**src/rtl/alu_seq_pkg.sv**
```systemverilog
// alu_seq_pkg: shared FSM state type and unit-select codes for the ALU op sequencer
package alu_seq_pkg;
  typedef enum logic [1:0] {IDLE, ISSUE, WAIT, DONE} state_t;
  localparam logic [1:0] UNIT_ARITH = 2'b00;
  localparam logic [1:0] UNIT_LOGIC = 2'b01;
  localparam logic [1:0] UNIT_CMP   = 2'b10;
  localparam logic [1:0] UNIT_SHIFT = 2'b11;
endpackage

```
**src/rtl/alu_seq_decode.sv**
```systemverilog
// alu_seq_decode: unit select + issue strobe -> one-hot unit enables
//   sel   in  unit select (fun[3:2])
//   issue in  high for the single issue cycle
//   *_enable out one-hot enables, all low unless issue
module alu_seq_decode
  import alu_seq_pkg::*;
(
  input  logic [1:0] sel,
  input  logic       issue,
  output logic       arith_enable,
  output logic       logic_enable,
  output logic       cmp_enable,
  output logic       shift_enable
);
  assign arith_enable = issue && sel == UNIT_ARITH;
  assign logic_enable = issue && sel == UNIT_LOGIC;
  assign cmp_enable   = issue && sel == UNIT_CMP;
  assign shift_enable = issue && sel == UNIT_SHIFT;
endmodule

```
**src/rtl/alu_op_sequencer.sv**
```systemverilog
// alu_op_sequencer: valid/ready front-end that issues ops to the ALU units and returns results
//   clk, rst (async active-low)
//   req_valid/req_ready/req_fun/req_a/req_b/req_shamt : request port
//   unit_a/unit_b/unit_fun, *_enable                  : drive to ALU units
//   unit_out/unit_flag                                : registered unit result, OR of units
//   res_valid/res_ready/res_data/res_err              : result port
//   ALU_SEQ_FLAG_CHECK_EN: when defined, a missing unit_flag in WAIT aborts to DONE with res_err
module alu_op_sequencer
  import alu_seq_pkg::*;
#(
  parameter int DATA_WIDTH = 16,
  parameter int CNT_WIDTH  = 4
) (
  input  logic                  clk,
  input  logic                  rst,
  input  logic                  req_valid,
  output logic                  req_ready,
  input  logic [3:0]            req_fun,
  input  logic [DATA_WIDTH-1:0] req_a,
  input  logic [DATA_WIDTH-1:0] req_b,
  input  logic [CNT_WIDTH-1:0]  req_shamt,
  output logic [DATA_WIDTH-1:0] unit_a,
  output logic [DATA_WIDTH-1:0] unit_b,
  output logic [1:0]            unit_fun,
  output logic                  arith_enable,
  output logic                  logic_enable,
  output logic                  cmp_enable,
  output logic                  shift_enable,
  input  logic [DATA_WIDTH-1:0] unit_out,
  input  logic                  unit_flag,
  output logic                  res_valid,
  input  logic                  res_ready,
  output logic [DATA_WIDTH-1:0] res_data,
  output logic                  res_err
);
  state_t state, next;
  logic [3:0] fun;
  logic [DATA_WIDTH-1:0] wa, wb, wres, na, nb;
  logic [CNT_WIDTH-1:0] cnt;
  logic issue, accept, shift_op, flag_fail;
  assign accept   = state == IDLE && req_valid;
  assign shift_op = fun[3:2] == UNIT_SHIFT;
  assign res_data = wres;
`ifdef ALU_SEQ_FLAG_CHECK_EN
  logic err;
  assign flag_fail = state == WAIT && !unit_flag;
  assign res_err   = err;
  always_ff @(posedge clk or negedge rst)
    if (!rst) err <= 1'b0;
    else if (flag_fail) err <= 1'b1;
    else if (state == DONE && res_ready) err <= 1'b0;
`else
  logic unused_flag;
  assign unused_flag = unit_flag;
  assign flag_fail   = 1'b0;
  assign res_err     = 1'b0;
`endif
  // na/nb are the next working operands: request operands on accept, shift result fed back in WAIT
  always_comb begin
    next      = state;
    issue     = 1'b0;
    req_ready = 1'b0;
    res_valid = 1'b0;
    na        = wa;
    nb        = wb;
    case (state)
      IDLE: begin
        req_ready = rst;
        na = req_a;
        nb = req_b;
        if (req_valid) next = (req_fun[3:2] == UNIT_SHIFT && req_shamt == '0) ? DONE : ISSUE;
      end
      ISSUE: begin
        issue = 1'b1;
        next  = WAIT;
      end
      WAIT: begin
        if (shift_op) begin
          na = fun[1] ? wa : unit_out;
          nb = fun[1] ? unit_out : wb;
        end
        next = (shift_op && cnt != CNT_WIDTH'(1) && !flag_fail) ? ISSUE : DONE;
      end
      DONE: begin
        res_valid = 1'b1;
        if (res_ready) next = IDLE;
      end
      default: next = IDLE;
    endcase
  end
  always_ff @(posedge clk or negedge rst)
    if (!rst) begin
      state    <= IDLE;
      fun      <= '0;
      wa       <= '0;
      wb       <= '0;
      wres     <= '0;
      cnt      <= '0;
      unit_a   <= '0;
      unit_b   <= '0;
      unit_fun <= '0;
    end else begin
      state <= next;
      if (accept) begin
        fun  <= req_fun;
        cnt  <= req_shamt;
        wres <= req_fun[1] ? req_b : req_a;
      end
      if (accept || state == WAIT) begin
        wa <= na;
        wb <= nb;
      end
      if (state == WAIT) begin
        wres <= unit_out;
        if (shift_op) cnt <= cnt - 1'b1;
      end
      if (next == ISSUE) begin
        unit_a   <= na;
        unit_b   <= nb;
        unit_fun <= accept ? req_fun[1:0] : fun[1:0];
      end
    end
  alu_seq_decode u_decode (
    .sel          (fun[3:2]),
    .issue        (issue),
    .arith_enable (arith_enable),
    .logic_enable (logic_enable),
    .cmp_enable   (cmp_enable),
    .shift_enable (shift_enable)
  );
endmodule

```
**config.mk**
```make
export PLATFORM = sky130hd
export DESIGN_NAME = alu_op_sequencer
export DESIGN_NICKNAME = d
export VERILOG_FILES = /design/src/rtl/alu_seq_pkg.sv /design/src/rtl/alu_seq_decode.sv /design/src/rtl/alu_op_sequencer.sv
export SDC_FILE = /design/constraint.sdc
export NUM_CORES = 1
export LEC_CHECK = 0
export ABC_AREA = 1
export BUFFER_PORTS_ARGS = -buffer_cell sky130_fd_sc_hd__buf_2
export CAP_MARGIN = 20
export CORE_UTILIZATION = 35
export DETAILED_ROUTE_END_ITERATION = 12
export HOLD_SLACK_MARGIN = 0.03
export SLEW_MARGIN = 25
export SYNTH_ARGS = -nofsm -noshare
export SYNTH_HDL_FRONTEND = slang
export SYNTH_SLANG_ARGS = --single-unit
```
**constraint.sdc**
```tcl
create_clock -name clk -period 1.49 [get_ports clk]
set_input_delay 0.0745 -clock clk [delete_from_list [all_inputs] [get_ports clk]]
set_output_delay 0.0745 -clock clk [all_outputs]
set_load 0.1 [all_outputs]
```
==> Word-level counts from Yosys, hierarchy flattened <==
Index checks and enable logic that the tools add are counted.
{ "totals": {"ff_bits": 92, "wordCells": 52, "out_inout_bits": 57} }
{ "classes": {"n_addsub": 1, "eq_ne": 9, "mux": 21, "reduce_logical": 12} }
{ "op_table": {"columns": ["op", "n"], "rows": [
  ["16-bit 2-to-1 mux", 7],
  ["16-bit one-hot mux with 2 select lines", 2],
  ["4-bit 2-to-1 mux", 3],
  ["2-bit equality test, second input constant", 5],
  ["2-bit 2-to-1 mux", 5],
  ["2-bit one-hot mux with 4 select lines", 1],
  ["1-bit logical AND", 7],
  ["2-bit by 1-bit equality test with 1-bit output, second input constant", 3],
  ["2-bit zero test", 2],
  ["4-bit zero test", 1],
  ["4-bit by 1-bit != test with 1-bit output, second input constant", 1],
  ["4-bit by 1-bit subtractor with 4-bit output, second input constant", 1],
  ["1-bit 2-to-1 mux", 3],
  ["2-bit nonzero test", 1],
  ["1-bit logical OR", 1]
]} }

==> Longest topological paths before layout <==
Gate-level depths: netlist of run 1.
{ "depth": {"word_depth": 6, "depth_mapped": 10, "ltp_nobuf": 9} }

==> Cells and area by module <==
From an unflattened synthesis of run 1, not the netlist that was laid out.
{ "unflattened": {"hier_cells": 700, "area_unflattened_um2": 5097.4} }
{ "modules_own_cells": {"columns": ["mod", "area_each_um2", "instances", "cells_each"], "rows": [
  ["alu_op_sequencer", 5067.4, 1, 692],
  ["alu_seq_decode", 30.0, 1, 8]
]} }

==> Worst setup path after synthesis of run 1 <==
Ideal clock, no wire load.
{ "synth_timing": {"kind": "flip-flop to output port", "startpoint": "reg state[0]", "endpoint": "out req_ready", "setup_slack_ns": -1.544, "path_stages_with_launch": 4, "n_path_buf": 2, "arrival_time_ns": 2.959, "cell_sequence": "dfrtp_1 buf_2 buf_2 nor3b_1"} }
{ "synth_between": {"elab_chain_len": 2} }
{ "synth_lines": {"columns": ["element", "line_no", "source"], "rows": [
  ["start: declaration", "alu_op_sequencer.sv:36", "state_t state, next;"],
  ["start signal: assignment", "alu_op_sequencer.sv:103", "state <= next;"],
  ["2-bit zero test", "alu_op_sequencer.sv:66", "case (state)"],
  ["1-bit 2-to-1 mux", "alu_op_sequencer.sv:66", null],
  ["end: declaration", "alu_op_sequencer.sv:17", "output logic req_ready,"]
]} }
Every way passes these cells.

==> Worst setup path after layout of run 1 <==
{ "layout_timing": {"startpoint": "reg state[0]", "endpoint": "reg unit_b[0]"} }
{ "layout_between": {"elab_chain_len": 3} }
{ "layout_lines": {"columns": ["element", "line_no", "source"], "rows": [
  ["2-bit equality test, or another cell as far along", "alu_op_sequencer.sv:66", null],
  ["2-bit one-hot mux with 4 select lines", "alu_op_sequencer.sv:66", null],
  ["2-bit by 1-bit equality test with 1-bit output", "alu_op_sequencer.sv:117", "if (next == ISSUE) begin"],
  ["end signal: assignment", "alu_op_sequencer.sv:119", "unit_b <= nb;"],
  ["end: declaration", "alu_op_sequencer.sv:23", "output logic [DATA_WIDTH-1:0] unit_b,"]
]} }
Parallel ways exist; a longest one is shown, timed or not.
A chain may end at the register's enable or synchronous reset.

==> impl_metrics.yaml, run 1 <==
worst_setup_path:
  crit_top_cell: "buf_6"
  crit_type: "reg -> reg"
  arrival_ns: 1.86
  slowest_stage: "dfrtp_1"
  crit_fanout: 5
  worstPathCellList: "buf_6 -> buf_6 -> inv_6 -> a21oi_4 -> inv_2 -> buf_6 -> nand4_4 -> clkbuf_16 -> nand2_1 -> nand2_1"
  cpPeakStageDelay_ns: 0.40
  cp-end-kind: "register"
  worstPathRequired_ns: 1.73
  cp-start-kind: "register"
timing:
  whs_ns: 0.0820
  clock_skew_ns: 0.0118
  fin_crit_ns: 1.62
  worst_pin_slew_ns: 0.530
  relSlewSlack_pct: 64.7
  rsz0062_at_grt: "yes"
  finalCritPeriodShare_pct: 109
  finalSetupViolations: 61
  hold_viol: 0
  fmax_mhz: 618
  fin_ws_ns: -0.129
  slew_viol_final: 0
yosys:
  synth_top_area_share_pct: 45.1
  synth_seq_cells: 92
  syn-cell-area_um2: 5100
  yosys.area.top_type: "dfrtp_1"
  synth_cell_types: 31
  synth_nets: 757
  synth_async_sr_flop_share_pct: 100
  ys.flop_type: "dfrtp_1"
  syn_area_per_cell_um2: 7.35
  synth-edff-count: 0
  synth_area_leaders: "dfrtp_1, nand2_1, nand3_1"
  yosysWarnings: 0
  syn-instance-count: 694
  yosysSeqAreaShare_pct: 45.1
floorplanning:
  ioPinCount: 118
  core_area_um2: 14000
  dieWidth_um: 123
  rows: 43
  die_area_um2: 15100
  initial_utilization_pct: 36.3
  die_h_um: 123
drt:
  antenna_left: 0
  vias_per_cell: 5.07
  first_pass_iters: 6
  routed_wl_um: 17200
  wl_per_cell_um: 16.5
  drt-initial-drc-count: 377
  vias: 5278
  drc: 0
placed_design:
  post-dp-hpwl_um: 11000
  routabilityCongestion: 0.816
  post-place-ws_ns: -0.0531
  place_area_um2: 6350
  numPortBuffers: 115
clocking:
  clock-sinks: 92
  cts_max_level: 3
  clk_pin_slew_ns: 0.06
  clockBufferDepth: 2
  cts_buffers: 9
  cts_tree: "yes"
  root_buffer: "clkbuf_16"
  insertion_delay_ns: 0.36
outcome:
  status: "finished, violations left"
  failed_checks: "setup timing"
grt:
  antenna_found_initial: 0
  gr-usage-all-layers_pct: 22.3
  grt-ovfl-total: 0
  grt_max_degree: 93
  grt_pass1_vias: 4815
  grt_pass1_wl_um: 25100
worst_hold_path:
  hold_path_class: "in -> reg"
layout:
  stdcell_area_um2: 7350
  layout.nets: 920
  area_growth_pct: 43.9
  final_cell_mix: "nand2_1, buf_2, dfrtp_1, inv_1, nand3_1"
  final_common_cell: "nand2_1"
  antennaDiodeCount: 0
  drive_gt1_share_pct: 34.5
  fin_util_pct: 52.3
run:
  cap_violations: 0
==> state kept, by name (all words and copies together) (netlist names) <==
register	count
cnt	4
fun	4
res_data	16
state	2
unit_a	16
unit_b	16
unit_fun	2
wa	16
wb	16
==> synth_stat cells, types with 2 or more instances <==
cell type and count:
o21ai_0 62, nor2_2 2, nand3_1 67, clkinv_1 4, nor2_1 12, buf_4 8
o21ai_1 2, buf_2 18, clkbuf_1 14, inv_2 2, nand3_2 2, a21oi_1 27
inv_1 71, nand2_1 251, a22oi_1 25, nand4_1 11, ha_1 2, dfrtp_1 92
nor3_1 2, mux2_2 9
==> area by class of cell <==
class | count | area (µm²)
multi-input combinational | 483 | 2600
timing repair buffer | 194 | 1640
fill | 1337 | 6700
inverter | 77 | 300
tap | 180 | 225
sequential | 92 | 2300
clock buffer | 11 | 243
clock inverter | 5 | 35.0
==> metrics by stage <==
stage          cells  setup TNS, ns
2_1_floorplan    694         -0.398
3_3_place_gp     996         -0.868
3_5_place_dp     996          -1.11
4_1_cts         1028          -1.37
5_1_grt         1042          -9.70
6_report        1042          -4.81
==> worst max-delay path, delay by kind of cell, from the launching register on <==
kind	cells	cell delay, ns
buffers and inverters	6	0.72
flip-flops	1	0.40
AND/OR/NAND/NOR	3	0.33
AO/OA/AOI/OAI	1	0.04
==> layer usage <==
metal  global-route usage (%)  vias to the layer above  wire, µm
met1                     30.8                     2481      7370
met5                        0                        -         0
met4                     7.85                        0       475
li1                         -                     2577         -
met2                     35.8                      192      8290
met3                     2.70                       28      1110
==> path summary, 6_finish.rpt <==
| kind | from | to | slack (ns) | depth (start not counted) |
|---|---|---|---|---|
| setup / recovery | state[0] | unit_b[0] | -0.13 | 10 |
| hold / removal | req_b[15] | res_data[15] | 0.08 | 5 |
| setup reg to reg | state[0] | unit_b[0] | -0.13 | 10 |
| hold reg to reg | res_data[10] | res_data[10] | 0.47 | 2 |
| max in group asynchronous | rst | state[1] | 0.69 | 3 |
| min in group asynchronous | rst | unit_b[7] | 0.35 | 3 |
==> cells by family (layout without fill, tap and decap cells) <==
group                    after synthesis  in the layout  synth area share, %
AND/OR/NAND/NOR                      351            351                 29.0
AO/OA/AOI/OAI                        119            119                 13.2
buffers and inverters                119            287                 9.93
flip-flops                            92             92                 45.1
multiplexers                           9              9                 1.99
adder cells (fa/ha/maj)                2              2                0.490
other                                  1              1               0.0735
XOR/XNOR                               1              1                0.172
==> timing repair <==
| item | in CTS | in global routing |
|---|---|---|
| buffers inserted | 9 | 10 |
| resized for setup | 13 | 114 |
| cloned | 2 | 8 |
| hold buffers | 5 | 0 |
| hold endpoints to repair | 96 | 0 |
| endpoints found under the setup margin | 43 | 91 |
| pin swaps | 3 | 31 |
Power of run 1 is left out: the tool's default activity adds up to more than one toggle a clock period on the data nets, which glitch-free logic cannot reach.
==> inputs of run 2 (changes only) <==
==> constraint.sdc (replaced) <==
create_clock -name clk -period 1.49 [get_ports clk]
set_input_delay 0 -clock clk [delete_from_list [all_inputs] [get_ports clk]]
set_output_delay 0 -clock clk [all_outputs]
set_load 0.1 [all_outputs]
==> impl_metrics.yaml, run 2 (synthesis results as in run 1) <==
worst_setup_path:
  cpPeakStageDelay_ns: 0.46
  r2r_cells: 8
  worstPathRequired_ns: 1.78
  r2r-start: "state[1]"
  slowest_stage: "dfrtp_2"
  crit_fanout: 7
  crit_top_cell: "o21ai_4"
  cp-start-kind: "register"
  arrival_ns: 1.88
  worstPathCellList: "buf_4 -> o21ai_4 -> o21ai_4 -> nand4_4 -> buf_12 -> clkbuf_16 -> nand2_2 -> nand2_1"
  cp-end-kind: "register"
  startpoint: "state[1]"
  crit_type: "reg -> reg"
grt:
  antenna_found_initial: 0
  grt-ovfl-total: 0
  grt_max_degree: 51
  gr-usage-all-layers_pct: 22.2
  grt_pass1_vias: 4651
  grt_pass1_wl_um: 25200
clocking:
  cts_max_level: 3
  clk_pin_slew_ns: 0.07
  insertion_delay_ns: 0.35
  clock-sinks: 92
  cts_tree: "yes"
  cts_buffers: 9
  root_buffer: "clkbuf_16"
  clockBufferDepth: 2
timing:
  fin_ws_ns: -0.0984
  finalSetupViolations: 70
  rsz0062_at_grt: "yes"
  finalCritPeriodShare_pct: 107
  clock_skew_ns: 0.00504
  hold_viol: 0
  worst_pin_slew_ns: 0.597
  fmax_mhz: 630
  slew_viol_final: 0
  fin_crit_ns: 1.59
  relSlewSlack_pct: 60.2
drt:
  vias: 5200
  wl_per_cell_um: 15.9
  routed_wl_um: 16800
  drc: 0
  drt-initial-drc-count: 418
  first_pass_iters: 5
  antenna_left: 0
  vias_per_cell: 4.92
floorplanning:
  die_area_um2: 15100
  die_h_um: 123
  initial_utilization_pct: 36.3
  dieWidth_um: 123
  ioPinCount: 118
  core_area_um2: 14000
  rows: 43
outcome:
  status: "finished, violations left"
  failed_checks: "setup timing"
placed_design:
  post-dp-hpwl_um: 11200
  routabilityCongestion: 0.808
  numPortBuffers: 115
  post-place-ws_ns: -0.0370
worst_hold_path:
  hold_path_class: "in -> reg"
  whs_path_depth: 4
  hold_start: "req_a[14]"
layout:
  antennaDiodeCount: 0
  layout.nets: 935
  area_growth_pct: 47.3
  fin_util_pct: 53.6
  final_cell_mix: "nand2_1, buf_2, dfrtp_1, inv_1, nand3_1"
  final_common_cell: "nand2_1"
  drive_gt1_share_pct: 33.6
run:
  cap_violations: 0
## run 2: changes by cell type in the layout (fill, tap and decap cells not counted), sizes merged
cell         previous run  this run
clkinvlp                2         1
bufinv                  0         1
buf                   181       187
inv                    74        75
clkbuf                 17        15
dlygate4sd3             5        16
bufbuf                  2         1
## run 2: worst paths after layout
check	endpoint	slack [ns]
worst max-delay path	unit_a[12]	-0.1
worst min-delay path	res_data[14]	0.03
worst max register to register	unit_a[12]	-0.1
worst min register to register	unit_fun[1]	0.48
max in group asynchronous	state[1]	0.66
min in group asynchronous	wb[11]	0.23
## run 2: area by class of cell
class / count / area, µm²
clock buffer: 10 / 229
fill: 1339 / 6520
tap: 180 / 225
clock inverter: 6 / 62.6
sequential: 92 / 2300
timing repair buffer: 209 / 1850
inverter: 77 / 303
multi-input combinational: 483 / 2550
## run 2: per-layer routing
metal	GRT usage, %	share of wire, %	vias to the layer above
met1	33.6	47	2410
met2	32.3	46	157
met5	0	0	-
li1	-	-	2614
met4	8.00	1.7	0
met3	2.37	4.9	19
## run 2: per-stage QoR
step,hold WS (ns),setup TNS [ns],std cells,cell area [µm²]
after floorplan,-0.296,-0.175,694,5180
after global placement,0.0733,-0.0606,996,6450
after detailed placement,0.0679,-0.227,996,6450
after CTS,0.0312,-1.43,1045,7130
after global routing,0.0453,-9.28,1057,7520
final,0.0344,-4.02,1057,7520
## run 2: worst max-delay path, delay by kind of cell, from the launching register on
family | cells | cell delay, ns
flops | 1 | 0.46
compound gates | 2 | 0.35
simple gates | 3 | 0.22
buf+inv | 3 | 0.50
## run 2: repair_timing
action                                 4_1_cts  5_1_grt
setup endpoints to repair                   40       88
pin swaps                                    6       25
hold buffers                                16        0
gates resized for setup                     18       89
endpoints found under the hold margin      108        0
gates cloned                                 2        6
setup buffers                               16       10
Power of run 2 is left out for the same reason.
==> inputs of run 3 (changes only) <==
==> constraint.sdc (replaced) <==
create_clock -name clk -period 1.48 [get_ports clk]
set_input_delay 0 -clock clk [delete_from_list [all_inputs] [get_ports clk]]
set_output_delay 0 -clock clk [all_outputs]
set_load 0.1 [all_outputs]
==> impl_metrics.yaml, run 3 (synthesis results as in run 1) <==
clocking:
  clockBufferDepth: 2
  root_buffer: "clkbuf_16"
  clk_pin_slew_ns: 0.07
  cts_buffers: 9
  insertion_delay_ns: 0.35
  cts_max_level: 3
  cts_tree: "yes"
  clock-sinks: 92
floorplanning:
  ioPinCount: 118
  die_area_um2: 15100
  initial_utilization_pct: 36.3
  dieWidth_um: 123
  core_area_um2: 14000
  die_h_um: 123
  rows: 43
drt:
  drt-initial-drc-count: 346
  routed_wl_um: 16700
  first_pass_iters: 5
  vias: 5242
  vias_per_cell: 5.00
  wl_per_cell_um: 15.9
  drc: 0
  antenna_left: 0
layout:
  final_cell_mix: "nand2_1, buf_2, dfrtp_1, inv_1, nand2_2"
  layout.nets: 928
  stdcell_area_um2: 7720
  multiInputGateArea_um2: 2840
  drive_gt1_share_pct: 40.3
  antennaDiodeCount: 0
  area_growth_pct: 51.3
  final_common_cell: "nand2_1"
  seqCellArea_um2: 2300
  num-fill-cells: 1322
placed_design:
  routabilityCongestion: 0.809
  post-place-ws_ns: -0.0356
  post-dp-hpwl_um: 11300
  numPortBuffers: 115
  place_area_um2: 6440
timing:
  tns_ns: -0.856
  finalSetupViolations: 32
  fmax_mhz: 636
  slew_viol_final: 0
  fin_ws_ns: -0.0930
  fin_crit_ns: 1.57
  clock_skew_ns: 0.00727
  whs_ns: 0.0363
  relSlewSlack_pct: 60.9
  hold_viol: 0
  finalCritPeriodShare_pct: 106
  rsz0062_at_grt: "yes"
  worst_pin_slew_ns: 0.586
worst_setup_path:
  arrival_ns: 1.85
  worstPathCellList: "inv_4 -> nor2_4 -> buf_4 -> clkbuf_16 -> a21oi_1 -> nand4_1 -> nand2_2"
  slowest_stage: "dfrtp_2"
  cp-start-kind: "register"
  cpPeakStageDelay_ns: 0.48
  worstPathRequired_ns: 1.76
  crit_type: "reg -> reg"
  cp-end-kind: "register"
  crit_fanout: 20
outcome:
  failed_checks: "setup timing"
  status: "finished, violations left"
worst_hold_path:
  hold_path_class: "in -> reg"
grt:
  grt_max_degree: 51
  grt-ovfl-total: 0
  grt_pass1_wl_um: 24600
  grt_pass1_vias: 4671
  gr-usage-all-layers_pct: 21.4
  antenna_found_initial: 0
run:
  cap_violations: 0
run 3: cell count changes in the layout (fill, tap and decap cells not counted), moves of 3 or more:
cell | before | now
nand3_2 | 4 | 28
nand2_1 | 204 | 191
inv_1 | 66 | 63
nand3_1 | 64 | 40
a22oi_2 | 0 | 17
buf_6 | 15 | 11
a22oi_1 | 25 | 8
inv_2 | 5 | 8
nand2_2 | 45 | 51
a21oi_2 | 1 | 4
nand2_4 | 2 | 9
run 3: layer usage:
| metal | vias to the layer above | part of all wire [%] | routed length [µm] | track usage [%] |
|---|---|---|---|---|
| li1 | 2590 | - | - | - |
| met1 | 2465 | 46 | 7670 | 31.3 |
| met2 | 171 | 47 | 7800 | 32.1 |
| met3 | 16 | 5.6 | 935 | 2.93 |
| met4 | 0 | 1.7 | 284 | 7.62 |
| met5 | - | 0 | 0 | 0 |
run 3: area by class of cell:
class / count / area share, %
timing repair buffer: 202 / 23.0
clock buffer: 12 / 3.32
sequential: 92 / 29.8
multi-input combinational: 483 / 36.7
tap: 180 / 2.92
inverter: 77 / 3.90
clock inverter: 3 / 0.292
run 3: metrics by stage:
step / instances / util, %
after global routing: 1049 / 55.0
final: 1049 / 55.0
after detailed placement: 997 / 45.9
after floorplan: 694 / -
after global placement: 997 / 45.9
after CTS: 1032 / 49.7
run 3: what timing repair did:
item	CTS	global route
gates cloned	1	9
gates resized for setup	15	156
buffers inserted	4	8
pin swaps	6	48
setup endpoints to repair	39	76
hold endpoints to repair	105	0
hold buffers	15	0
run 3: worst max-delay path: cells and delay by family, from the launching register on:
kind | cells | cell delay [ns]
compound gates | 1 | 0.27
buf+inv | 3 | 0.41
flops | 1 | 0.48
simple gates | 3 | 0.34
run 3: path summary, 6_finish.rpt:
path | from | to | slack [ns] | cells after the start
min in group asynchronous | rst | wb[11] | 0.24 | 3
worst max-delay path | state[1] | unit_fun[1] | -0.09 | 7
max in group asynchronous | rst | state[1] | 0.64 | 3
worst min register to register | res_data[7] | res_data[7] | 0.47 | 2
worst max register to register | state[1] | unit_fun[1] | -0.09 | 7
worst min-delay path | req_b[8] | wb[8] | 0.04 | 5
Power of run 3 is left out for the same reason.
